==> config.mk <==
export PLATFORM = sky130hd
export DESIGN_NAME = csp_reset_seq
export DESIGN_NICKNAME = d
export VERILOG_FILES = /design/src/rtl/csp_reset_seq_pkg.sv /design/src/rtl/csp_reset_sync.sv /design/src/rtl/csp_reset_seq.sv
export SDC_FILE = /design/constraint.sdc
export NUM_CORES = 1
export LEC_CHECK = 0
export CAP_MARGIN = 20
export CORE_MARGIN = 1
export CORE_UTILIZATION = 50
export CTS_CLUSTER_SIZE = 14
export DETAILED_ROUTE_END_ITERATION = 10
export MAX_ROUTING_LAYER = met4
export PLACE_DENSITY = 0.76
export SLEW_MARGIN = 20
export SYNTH_ARGS = -nofsm -noshare
export SYNTH_HDL_FRONTEND = slang
export SYNTH_HIERARCHICAL = 1
export SYNTH_SLANG_ARGS = --single-unit
==> constraint.sdc <==
create_clock -name clk -period 2.2 [get_ports clk]
set_input_delay 0.22 -clock clk [delete_from_list [all_inputs] [get_ports clk]]
set_output_delay 0.22 -clock clk [all_outputs]
set_load 0.005 [all_outputs]
==> src/rtl/csp_reset_seq_pkg.sv <==
// Shared types and constants for the CSP reset/start/step sequencer.
// Holds the sequencer state encoding, default hold lengths and the port-width helper.
package csp_reset_seq_pkg;

    typedef enum logic [1:0] {
        ST_SYNC,
        ST_HOLD_RST,
        ST_HOLD_START,
        ST_RUN
    } seq_state_t;

    localparam int DEF_RESET_CYCLES = 10;
    localparam int DEF_START_CYCLES = 10;

    // Zero-width groups still need a one-bit port.
    function automatic int max1(input int n);
        return (n < 1) ? 1 : n;
    endfunction

endpackage

==> src/rtl/csp_reset_sync.sv <==
// Reset-release synchronizer: the chain clears asynchronously on reset and
// fills with ones on clk, so the release output deasserts only in sync with clk.
module csp_reset_sync
    import csp_reset_seq_pkg::*;
#(
    parameter int SYNC_STAGES = 2
) (
    input  logic clk,
    input  logic reset,
    output logic released
);

    logic [SYNC_STAGES-1:0] chain;

    always_ff @(posedge clk or posedge reset) begin
        if (reset) begin
            chain <= '0;
        end else begin
            chain <= {chain[SYNC_STAGES-2:0], 1'b1};
        end
    end

    assign released = chain[SYNC_STAGES-1];

endmodule

==> src/rtl/csp_reset_seq.sv <==
// Clocked reset/start/step sequencer for csp2verilog-generated process instances.
// Optional step handshake enabled by defining CAST2VERILOG_STEP_CTRL_EN.
module csp_reset_seq
    import csp_reset_seq_pkg::*;
#(
    parameter int RESETS       = 1,
    parameter int STARTS       = 0,
    parameter int STEPS        = 0,
    parameter int SYNC_STAGES  = 2,
    parameter int RESET_CYCLES = DEF_RESET_CYCLES,
    parameter int START_CYCLES = DEF_START_CYCLES,
    parameter int CNT_W        = 16
) (
    input  logic                    clk,
    input  logic                    reset,
    input  logic                    step_req,
    output logic                    step_ack,
    output logic [RESETS-1:0]       reset_n,
    output logic [max1(STARTS)-1:0] start_n,
    output logic [max1(STEPS)-1:0]  step_n,
    output logic [CNT_W-1:0]        step_count,
    output logic                    done
);

    generate
        if (RESETS < 1 || SYNC_STAGES < 2 || RESET_CYCLES < 1 || START_CYCLES < 1) begin : g_bad_param
            $error("csp_reset_seq: illegal parameter value");
        end
        if (CNT_W < 31) begin : g_cnt_chk
            if (RESET_CYCLES > (1 << CNT_W) || START_CYCLES > (1 << CNT_W)) begin : g_cnt_small
                $error("csp_reset_seq: RESET_CYCLES/START_CYCLES do not fit in CNT_W");
            end
        end
    endgenerate

    localparam logic [CNT_W-1:0] RST_LAST   = CNT_W'(RESET_CYCLES - 1);
    localparam logic [CNT_W-1:0] START_LAST = CNT_W'(START_CYCLES - 1);

    logic             released;
    seq_state_t       state, state_nx;
    logic [CNT_W-1:0] cnt, cnt_nx;
    logic             rst_rel, rst_rel_nx;
    logic             start_rel, start_rel_nx;
    logic             done_q, done_nx;

    csp_reset_sync #(
        .SYNC_STAGES(SYNC_STAGES)
    ) u_sync (
        .clk     (clk),
        .reset   (reset),
        .released(released)
    );

    always_ff @(posedge clk or posedge reset) begin
        if (reset) begin
            state     <= ST_SYNC;
            cnt       <= '0;
            rst_rel   <= 1'b0;
            start_rel <= 1'b0;
            done_q    <= 1'b0;
        end else begin
            state     <= state_nx;
            cnt       <= cnt_nx;
            rst_rel   <= rst_rel_nx;
            start_rel <= start_rel_nx;
            done_q    <= done_nx;
        end
    end

    // Release flags are set on the transition edge so the outputs stay registered.
    always_comb begin
        state_nx     = state;
        cnt_nx       = cnt;
        rst_rel_nx   = rst_rel;
        start_rel_nx = start_rel;
        done_nx      = done_q;
        case (state)
            ST_SYNC: begin
                if (released) begin
                    state_nx = ST_HOLD_RST;
                    cnt_nx   = '0;
                end
            end
            ST_HOLD_RST: begin
                if (cnt == RST_LAST) begin
                    state_nx   = ST_HOLD_START;
                    cnt_nx     = '0;
                    rst_rel_nx = 1'b1;
                end else begin
                    cnt_nx = cnt + CNT_W'(1);
                end
            end
            ST_HOLD_START: begin
                if (cnt == START_LAST) begin
                    state_nx     = ST_RUN;
                    cnt_nx       = '0;
                    start_rel_nx = 1'b1;
                    done_nx      = 1'b1;
                end else begin
                    cnt_nx = cnt + CNT_W'(1);
                end
            end
            ST_RUN: begin
                state_nx = ST_RUN;
            end
            default: begin
                state_nx = ST_SYNC;
            end
        endcase
    end

`ifdef CAST2VERILOG_STEP_CTRL_EN
    logic             ack_q;
    logic [CNT_W-1:0] steps_q;
    logic             take_step;

    // A request is accepted only while no ack is showing, so a held request steps every other cycle.
    assign take_step = (state == ST_RUN) && step_req && !ack_q;

    always_ff @(posedge clk or posedge reset) begin
        if (reset) begin
            ack_q   <= 1'b0;
            steps_q <= '0;
        end else begin
            ack_q <= take_step;
            if (take_step && (steps_q != '1)) begin
                steps_q <= steps_q + CNT_W'(1);
            end
        end
    end

    assign step_ack   = ack_q;
    assign step_count = steps_q;
`else
    logic unused_step_req;
    assign unused_step_req = step_req;
    assign step_ack        = 1'b0;
    assign step_count      = '0;
`endif

    assign reset_n = {RESETS{rst_rel}};
    assign done    = done_q;

    generate
        if (STARTS > 0) begin : g_start
            assign start_n = {STARTS{start_rel}};
        end else begin : g_no_start
            assign start_n = 1'b0;
        end
        if (STEPS > 0) begin : g_step
`ifdef CAST2VERILOG_STEP_CTRL_EN
            assign step_n = {STEPS{ack_q}};
`else
            assign step_n = {STEPS{start_rel}};
`endif
        end else begin : g_no_step
            assign step_n = 1'b0;
        end
    endgenerate

endmodule

---- Yosys cells after proc, flatten, opt, wreduce, memory -nomap -nowiden ----
Cells that the tools add are included.
storage, ports and cells
  memories kept ........................... 0
  latch bits .............................. 0
  logic and storage cells ................. 27
  bits in read-only memories .............. 0
  register bits ........................... 22
  RAM bits ................................ 0
  input bits .............................. 3
operators by class
  reductions and logical operators ........ 7
  shift operators ......................... 0
  order comparisons ....................... 0
  $add $sub $neg .......................... 1
  multiply operators ...................... 0
  bitwise operators ....................... 0
  equality and inequality tests ........... 7
  div/mod/pow operators ................... 0
  multiplexer cells ....................... 7
operators by type and width
  kind                                                    number
  two-way mux 16 bit                                      2
  case mux 16 bit (2 select lines)                        1
  adder 16 x 1 -> 16 bit (second input constant)          1
  equality test 16 x 4 -> 1 bit (second input constant)   1
  case mux 2 bit (4 select lines)                         1
  two-way mux 2 bit                                       3
  AND reduction 2 bit                                     3
  equality test 2 bit (second input constant)             2
  inequality test 2 bit (second input constant)           2
  AND reduction 3 bit                                     1
  equality test 2 x 1 -> 1 bit (second input constant)    1
  zero test 2 bit                                         1
  inequality test 2 x 1 -> 1 bit (second input constant)  1
  nonzero test 2 bit                                      1
  OR reduction 2 bit                                      1

---- Depth between registers and ports, before layout ----
  depth in word-level cells ............... 4
  mapped depth ............................ 7
  depth with buffers taken out ............ 6

---- Modules after synthesis ----
Netlist, hierarchy kept.
modules (own cells, without submodules)
  module          seq. area each (µm²)  cells each  times used  area an instance (µm²)
  csp_reset_seq   500.5                 137         1           1321.3
  csp_reset_sync  50.0                  4           1           57.6

---- Worst setup path after synthesis ----
OpenSTA, ideal clock, no wires.
  path kind ............................... reg2reg
  from .................................... register cnt[4]
  to ...................................... register cnt[15]
  data arrival time ....................... 1861 ps
  period minus slack after synthesis ...... 1992 ps
  path buffers ............................ 0
  stages on the path, launching flop included .. 5
  setup slack ............................. 208 ps
  required time ........................... 2069 ps
  library setup time ...................... 131 ps
  path through ............................ dfrtp_1 > or4_4 > o41ai_4 > nor3b_1 > or3_1
between the ends
  word-level cells in the longest chain between the ends .. 3
  elaborated cells on any way between the ends .. 4
  classes of those cells .................. add/sub (1); eq/ne (1); mux (2)
RTL lines
  what                                                                     line                                      source
  start, declared                                                          csp_reset_seq.sv:41                       logic [CNT_W-1:0] cnt, cnt_nx;
  start signal, assigned                                                   csp_reset_seq.sv:63                       cnt <= cnt_nx;
  adder 16 x 1 -> 16 bit or equality test 16 x 4 -> 1 bit (tied branches)  -
  two-way mux 16 bit (*)                                                   csp_reset_seq.sv:85, csp_reset_seq.sv:94
  case mux 16 bit (2 select lines) (*)                                     csp_reset_seq.sv:77                       case (state)
Mark *: on every way between the ends. The rest lies on a longest branch, timed or not.
A chain may end at the register's enable or synchronous reset.

---- Final worst setup path ----
  from .................................... register cnt[5]
  to ...................................... register cnt[15]
The elaborated chain is that of the path after synthesis.

==> flow_metrics.env <==
export IMPL_grt_total_usage_pct=21.3
export IMPL_cap_violations=0
export IMPL_path_delay_family="simple AND/OR/NAND/NOR gates"
export IMPL_syn_to_final_growth_pct=7.35
export IMPL_synth_fa_ha_area_share_pct=5.44
export IMPL_ctsHoldBuffers=0
export IMPL_port_buffers=3
export IMPL_critical_path_class="flop to flop"
export IMPL_netlist_top_cell_by_area="dfrtp_1"
export IMPL_globalRoute_busiestLayer="met2"
export IMPL_max_slew_margin_rel_pct=50.6
export IMPL_drc=0
export IMPL_cts_tree="yes"
export IMPL_fin_crit_ns=2.08
export IMPL_yosys_top_cells_area="dfrtp_1, buf_4, ha_1"
export IMPL_die_area_mm2=0.00297
export IMPL_hp_class="primary input to async pin"
export IMPL_yosys_mux_area_fraction_pct=1.45
export IMPL_p_leak_nw=0.693
export IMPL_ys_flop_type="dfrtp_1"
export IMPL_grtUsageMet3_pct=4.44
export IMPL_row_count=18
export IMPL_root_buffer="clkbuf_4"
export IMPL_reg2regPathDepth=5
export IMPL_end_kind="flop"
export IMPL_dieHeight_um=54.5
export IMPL_skew_ns=0.00660
export IMPL_wl_um=2510
export IMPL_fin_crit_sh_pct=94.6
export IMPL_cp_max_fo=7
export IMPL_grtUsageMet1_pct=24.4
export IMPL_fmax_ghz=0.480
export IMPL_grt_util_met2_pct=34.6
export IMPL_peakVddDrop_v=0.000746
export IMPL_crit_chain="or4_4 > o41ai_4 > buf_4 > nor3b_1 > or3_1"
export IMPL_finalMaxSlewViolations=0
export IMPL_gp_congestion=0.848
export IMPL_ys_seq_area_share_pct=39.9
export IMPL_start_util_pct=54.2
export IMPL_max_stage_delay_ns=0.57
export IMPL_synth_top_cells_by_count="dfrtp_1, buf_4, nor2_1, xnor2_1"
export IMPL_ios=24
export IMPL_die_width_um=54.5
export IMPL_synthArstFlopShare_pct=100
export IMPL_power_mw=1.38
export IMPL_power_density_mw_per_mm2=935
export IMPL_insertion_delay_ns=0.30
export IMPL_cts_buffer_depth=2
export IMPL_synth_edf_count=0
export IMPL_r2r_end="cnt[15]"
export IMPL_synth_area_mm2=0.00138
export IMPL_tightest_slew_ns=0.740
export IMPL_yosys_cell_count_top_type="dfrtp_1"
export IMPL_drive_above_1_share_pct=15.4
export IMPL_startpoint_type="flop"
export IMPL_synth_top_area_share_pct=39.9
export IMPL_avgSynthCellArea_um2=9.78
export IMPL_drt_pass1_iterations=4
export IMPL_grt_overflow_total=0
export IMPL_htreeDepth=1
export IMPL_clk_pin_slew_worst_paths_ns=0.12
export IMPL_antenna_found_initial=0
export IMPL_arrival_ns=2.27
export IMPL_status="finished clean"
export IMPL_viasPerCell=5.51
export IMPL_r2r_start="cnt[5]"
export IMPL_hold_viol=0
export IMPL_dpl_hpwl_um=1930
export IMPL_grt_pass1_wl_um=4260
export IMPL_synth_seq_cells=22
export IMPL_cts_made_buffers=3
export IMPL_yosys_area_share_xor_xnor_pct=5.72
export IMPL_yosysWarnings=6
export IMPL_synth_simple_area_share_pct=23.2
export IMPL_core_area_mm2=0.00254
export IMPL_final_nets=167
export IMPL_synth_compound_area_share_pct=10.6
export IMPL_grt_max_degree=21
export IMPL_cp_buffers_inverters=1
export IMPL_wl_per_cell_um=13.5
export IMPL_tns_ns=0
export IMPL_rsz0062_at_grt="false"
export IMPL_drtIter0Drc=16
export IMPL_synth_distinct_cells=36
export IMPL_via_count=1024
export IMPL_cts_sinks=22
export IMPL_cp_required_ns=2.39
export IMPL_grt_pass1_vias=952
export IMPL_postRouteAntennaNets=0
export IMPL_synthCells=141
export IMPL_n_antenna_cell=0
export IMPL_cp_slowest_cell="or4_4"
export IMPL_synth_top_family_by_area="simple AND/OR/NAND/NOR gates"
export IMPL_finalSetupViolCount=0
export IMPL_ff2ff_setup_slack_ns=0.12
==> layout by cell type (no fill, tap or decap), types with 4 or more instances in the layout <==
master	count
a21o_1	4
buf_4	12
conb_1	20
dfrtp_1	22
ha_1	6
inv_1	7
nand2_1	7
nand3_1	4
nor2_1	12
nor4_1	4
o21ai_0	6
or3_1	5
xnor2_1	8
==> state kept, by name, summed over array words and instances (netlist names) <==
name and cells:
done 1, u_sync/chain 2, state 2, cnt 16, reset_n 1
==> per-stage QoR <==
step	util [%]	instances	hold slack, ns	area, um2	setup slack, ns
2_1_floorplan	-	159	-0.0388	1450	0.208
3_3_place_gp	56.4	181	0.334	1440	0.0972
3_5_place_dp	56.4	181	0.349	1440	0.0187
4_1_cts	57.3	184	0.0820	1460	0.0583
5_1_grt	58.2	186	0.103	1480	0.0294
6_report	58.2	186	0.0847	1480	0.119
==> where the power goes <==
part	switching, mW	total (mW)	internal (mW)
registers	0.0472	0.505	0.457
logic	0.389	0.701	0.312
clock network	0.114	0.178	0.0639
total	0.550	1.38	0.833
==> cells by family after synthesis <==
group | after synthesis
muxes | 2
adders and majority gates | 6
xor gates and xnor gates | 9
AOI/OAI and AO/OA | 19
DFF | 22
buffers and inverters | 28
and+or+nand+nor | 53
other | 2
==> area by class of cell <==
type	count	area (um2)
Multi-Input combinational cell	109	723
Fill cell	213	1060
Inverter	7	26.3
Timing Repair Buffer	15	120
Sequential cell	22	551
Clock buffer	3	22.5
Tap cell	30	37.5
==> how the worst max path moves through the flow <==
stage	slack (ns)	cells after the start	to	startpoint
2_1_floorplan	0.21	4	cnt[15]	cnt[4]
3_3_place_gp	0.1	4	cnt[5]	cnt[5]
3_5_place_dp	0.02	6	cnt[6]	cnt[1]
4_1_cts	0.06	6	cnt[15]	cnt[1]
5_1_grt	0.03	6	cnt[13]	state[0]
6_report	0.12	5	cnt[15]	cnt[5]
==> per-layer routing <==
metal	routed length, um	up-vias
met3	90	13
met1	1070	488
met2	1250	34
li1	-	489
met4	97	0
met5	0	-
==> repair_timing <==
action                                  CTS  global route
pin swaps                                 0             1
resized for setup                         1             2
endpoints found under the setup margin    2             6
setup buffers                             0             2
hold endpoints to repair                  0             0
No activity file was read; power rests on OpenSTA's default activity.
==> RTL edit 1: new RTL, same flow settings <==
Re-encode `seq_state_t` (4 states) as one-hot, 4 bits wide.
--- a/src/rtl/csp_reset_seq_pkg.sv
+++ b/src/rtl/csp_reset_seq_pkg.sv
@@ -4,7 +4,7 @@
 
-    typedef enum logic [1:0] {
-        ST_SYNC,
-        ST_HOLD_RST,
-        ST_HOLD_START,
-        ST_RUN
+    typedef enum logic [3:0] {
+        ST_SYNC       = 4'b0001,
+        ST_HOLD_RST   = 4'b0010,
+        ST_HOLD_START = 4'b0100,
+        ST_RUN        = 4'b1000
     } seq_state_t;
Function: same outputs for any inputs over 10 cycles, from zero or initial values and one cycle with reset high; not proved beyond that.
==> RTL edit 1 against the unedited design <==
  * Sequential cell count increased by 2
  * Clock skew increased by 0.0072 ns
  * Routed wire length increased by 1.0%
  * Global-route usage decreased by 2.2 points
  * Utilization decreased by 6.3 points
  * Cell area decreased by 3.5%
  * Area after synthesis increased by 5.0%
  * Setup slack improved by 0.18 ns
  * Via count increased by 6.5%
Power is not compared: it rests on default switching activity, and its combinational part moved more than twofold at a synthesized area within 25%.
==> RTL edit 1: results <==
export IMPL_io_buffers=3
export IMPL_worst_path_max_fanout=9
export IMPL_fill_cells=268
export IMPL_totalWireLength_um=2540
export IMPL_clk_insertion_delay_late_ns=0.31
export IMPL_antenna_found_initial=0
export IMPL_cts_setup_buffers=0
export IMPL_worst_path_max_delay_cell="dfrtp_1"
export IMPL_nets=169
export IMPL_n_antenna_cell=0
export IMPL_grt_max_degree=23
export IMPL_gp_routability_congestion=0.761
export IMPL_ant_nets=0
export IMPL_netlist_top_cells_count="dfrtp_1, buf_4, nand2_1, a21oi_1"
export IMPL_top_regs="cnt (16), state (4), u_sync/chain (2)"
export IMPL_drv_slew=0
export IMPL_cpPeakStageDelay_ns=0.46
export IMPL_synth_area_top_cells="dfrtp_1, buf_4, nand2_1"
export IMPL_status="finished clean"
export IMPL_hold_path_class="primary input to async pin"
export IMPL_cp_arrival_ns=2.13
export IMPL_post_cts_resized=0
export IMPL_grt_pass1_wl_um=4600
export IMPL_cts_htree_levels=1
export IMPL_grt_total_usage_pct=19.1
export IMPL_firstDrtPassIters=4
export IMPL_dp_hpwl_um=1810
export IMPL_skew_ns=0.0138
export IMPL_drive_above_1_share_pct=7.98
export IMPL_via_count=1091
export IMPL_cts_root_buffer_cell="clkbuf_4"
export IMPL_clkTransAtPathRegs_ns=0.13
export IMPL_clockBufferDepth=2
export IMPL_seq_area_frac_synth_pct=41.6
export IMPL_vdd_drop_max_mv=0.554
export IMPL_synth_warnings=6
export IMPL_async_flop_share_pct=100
export IMPL_synth_cell_types=45
export IMPL_grt_pass1_vias=1013
export IMPL_p_leak_nw=0.639
export IMPL_cts_made_buffers=3
export IMPL_drt_iter0_drc=34
export IMPL_max_slew_margin_pct=66.9
## RTL edit 1: cell count changes in the layout (fill, tap and decap cells not counted), sizes merged, moves of 4 or more
cell / change
ha: -4
nand3: +4
nand2: +9
nor3: +4
a21oi: +7
a31oi: +8
or4: -4
buf: -9
xnor2: -8
## RTL edit 1: final cells by class
class	instances	area, um^2	share of cell area, %
multi-input cells	121	679	47.5
flip-flops and latches	24	602	42.1
repair buffers	6	52.6	3.68
well taps	31	38.8	2.71
inverters	8	30.0	2.10
clock buffers	4	26.3	1.84
## RTL edit 1: final timing paths
| check | start | endpoint | slack [ns] | cells after the start |
|---|---|---|---|---|
| max | cnt[0] | cnt[11] | 0.29 | 6 |
| max in group asynchronous | reset | state[0] | 1.66 | 3 |
| min | reset | u_sync/chain[1] | 0.08 | 2 |
| min in group clk | u_sync/chain[0] | u_sync/chain[1] | 0.37 | 0 |
| max reg2reg | cnt[0] | cnt[11] | 0.29 | 6 |
| min reg2reg | u_sync/chain[0] | u_sync/chain[1] | 0.37 | 0 |
## RTL edit 1: cells by family after synthesis
group	Yosys count	share of synthesized area [%]
AO/OA/AOI/OAI	36	15.7
XOR/XNOR	3	1.82
multiplexers	3	2.16
buffers and inverters	36	16.2
adder cells (fa/ha/maj)	2	1.73
AND/OR/NAND/NOR	57	20.3
other	2	0.519
flip-flops	24	41.6
## RTL edit 1: power by group
part,switching (mW),internal (mW)
clock,0.124,0.0708
sequential,0.0601,0.485
combinational,0.208,0.124
total,0.392,0.679
## RTL edit 1: worst max-delay path, delay by kind of cell, from the launching register on
family / cells / cell delay (ns)
AOI/OAI and AO/OA: 1 / 0.08
DFF: 1 / 0.46
and+or+nand+nor: 4 / 1.07
adders and majority gates: 1 / 0.21
## RTL edit 1: routing by layer
layer	global-route usage, %	routed length, um	up-vias
met5	-	0	-
met4	6.79	43	0
met3	4.88	92	4
met2	30.8	1240	29
met1	23.3	1160	525
li1	-	-	533
## RTL edit 1: stage by stage
stage / hold WS, ns / cells / area (um^2) / setup WS (ns)
2_1_floorplan: -0.0388 / 181 / 1520 / 0.359
3_3_place_gp: 0.341 / 190 / 1400 / 0.348
3_5_place_dp: 0.352 / 190 / 1400 / 0.325
4_1_cts: 0.0658 / 194 / 1430 / 0.292
5_1_grt: 0.0720 / 194 / 1430 / 0.148
6_report: 0.0786 / 194 / 1430 / 0.294
==> RTL edit 2: new RTL, same settings <==
Made on the original files. `SYNC_STAGES` is set to 2 in 2 places; all go to 4.
--- a/src/rtl/csp_reset_sync.sv
+++ b/src/rtl/csp_reset_sync.sv
@@ -5,3 +5,3 @@
 #(
-    parameter int SYNC_STAGES = 2
+    parameter int SYNC_STAGES = 4
 ) (
--- a/src/rtl/csp_reset_seq.sv
+++ b/src/rtl/csp_reset_seq.sv
@@ -8,3 +8,3 @@
     parameter int STEPS        = 0,
-    parameter int SYNC_STAGES  = 2,
+    parameter int SYNC_STAGES  = 4,
     parameter int RESET_CYCLES = DEF_RESET_CYCLES,
Function: no difference found for any inputs over 10 cycles, from zero or initial values and one cycle with reset high; that may be too few to reach the edited logic, so the function may still have changed.
==> RTL edit 2 against the unedited design <==
  * Cell area increased by 6.2%
  * Power is 9.6% higher
  * First-iteration DRC count rose by 63%
  * Area after synthesis rose by 3.6%
  * Synthesized cell count grew 1.4%
  * Routed wire length grew 7.4%
  * Sequential cell count grew 2
  * Via count grew 3.0%
  * Clock skew rose by 0.0095 ns
  * Setup slack worse by 0.043 ns
  * Critical path type unchanged
  * Largest power group unchanged
==> RTL edit 2: results <==
export IMPL_clock_fmax_mhz=471
export IMPL_clk_insertion_delay_late_ns=0.33
export IMPL_placed_area_mm2=0.00149
export IMPL_drt_iter0_drc=26
export IMPL_area_delta_synth_final_pct=9.98
export IMPL_nets=171
export IMPL_seq_area_frac_synth_pct=42.0
export IMPL_grt_pass1_vias=961
export IMPL_nonClkBufAreaFrac_pct=9.39
export IMPL_p_leak_nw=0.738
export IMPL_synth_area_top_cells="dfrtp_1, buf_4, ha_1"
export IMPL_status="finished clean"
export IMPL_gp_routability_congestion=0.818
export IMPL_post_cts_resized=0
export IMPL_worst_path_max_fanout=6
export IMPL_multi_input_area_um2=722
export IMPL_whs_ns=0.0870
export IMPL_netlist_top_cells_count="dfrtp_1, buf_4, nor2_1, xnor2_1"
export IMPL_firstDrtPassIters=6
export IMPL_grt_total_usage_pct=19.2
export IMPL_fill_cells=235
export IMPL_dp_hpwl_um=1880
export IMPL_via_count=1055
export IMPL_skew_ns=0.0161
export IMPL_vias_per_cell=5.49
export IMPL_p_sw_share_pct=37.7
export IMPL_cp_arrival_ns=2.33
export IMPL_placed_cells=183
RTL edit 2: worst max-delay path: stages, from the launching register on:
cell and delay, ns:
dfrtp_1 0.45, or4b_4 0.58, o41ai_4 0.35, buf_4 0.20, nor3b_1 0.06, or3_1 0.37
RTL edit 2: cell families (layout without fill, tap and decap cells):
logic type	count (synthesis)	in the layout	synth area share, %
compound gates	19	19	10.2
xor+xnor	9	9	5.52
fa+ha+maj	6	6	5.25
buf+inv	28	28	12.6
flops	24	24	42.0
mux	2	2	1.40
other cells	2	20	0.526
simple gates	53	53	22.4
RTL edit 2: routing by layer:
metal	track usage, %	share of wire, %	vias to the layer above
met5	-	0	-
met4	9.29	2.4	0
met3	2.11	4.8	7
met2	28.9	48	50
met1	25.9	44	498
li1	-	-	500
RTL edit 2: power by group through the flow:
stage	clock (mW)	combinational, mW	sequential (mW)
floorplan	0	0.448	0.544
detailed placement	0	0.614	0.551
CTS	0.244	0.615	0.542
global route	0.259	0.806	0.550
global placement	0	0.596	0.545
finish	0.240	0.736	0.541
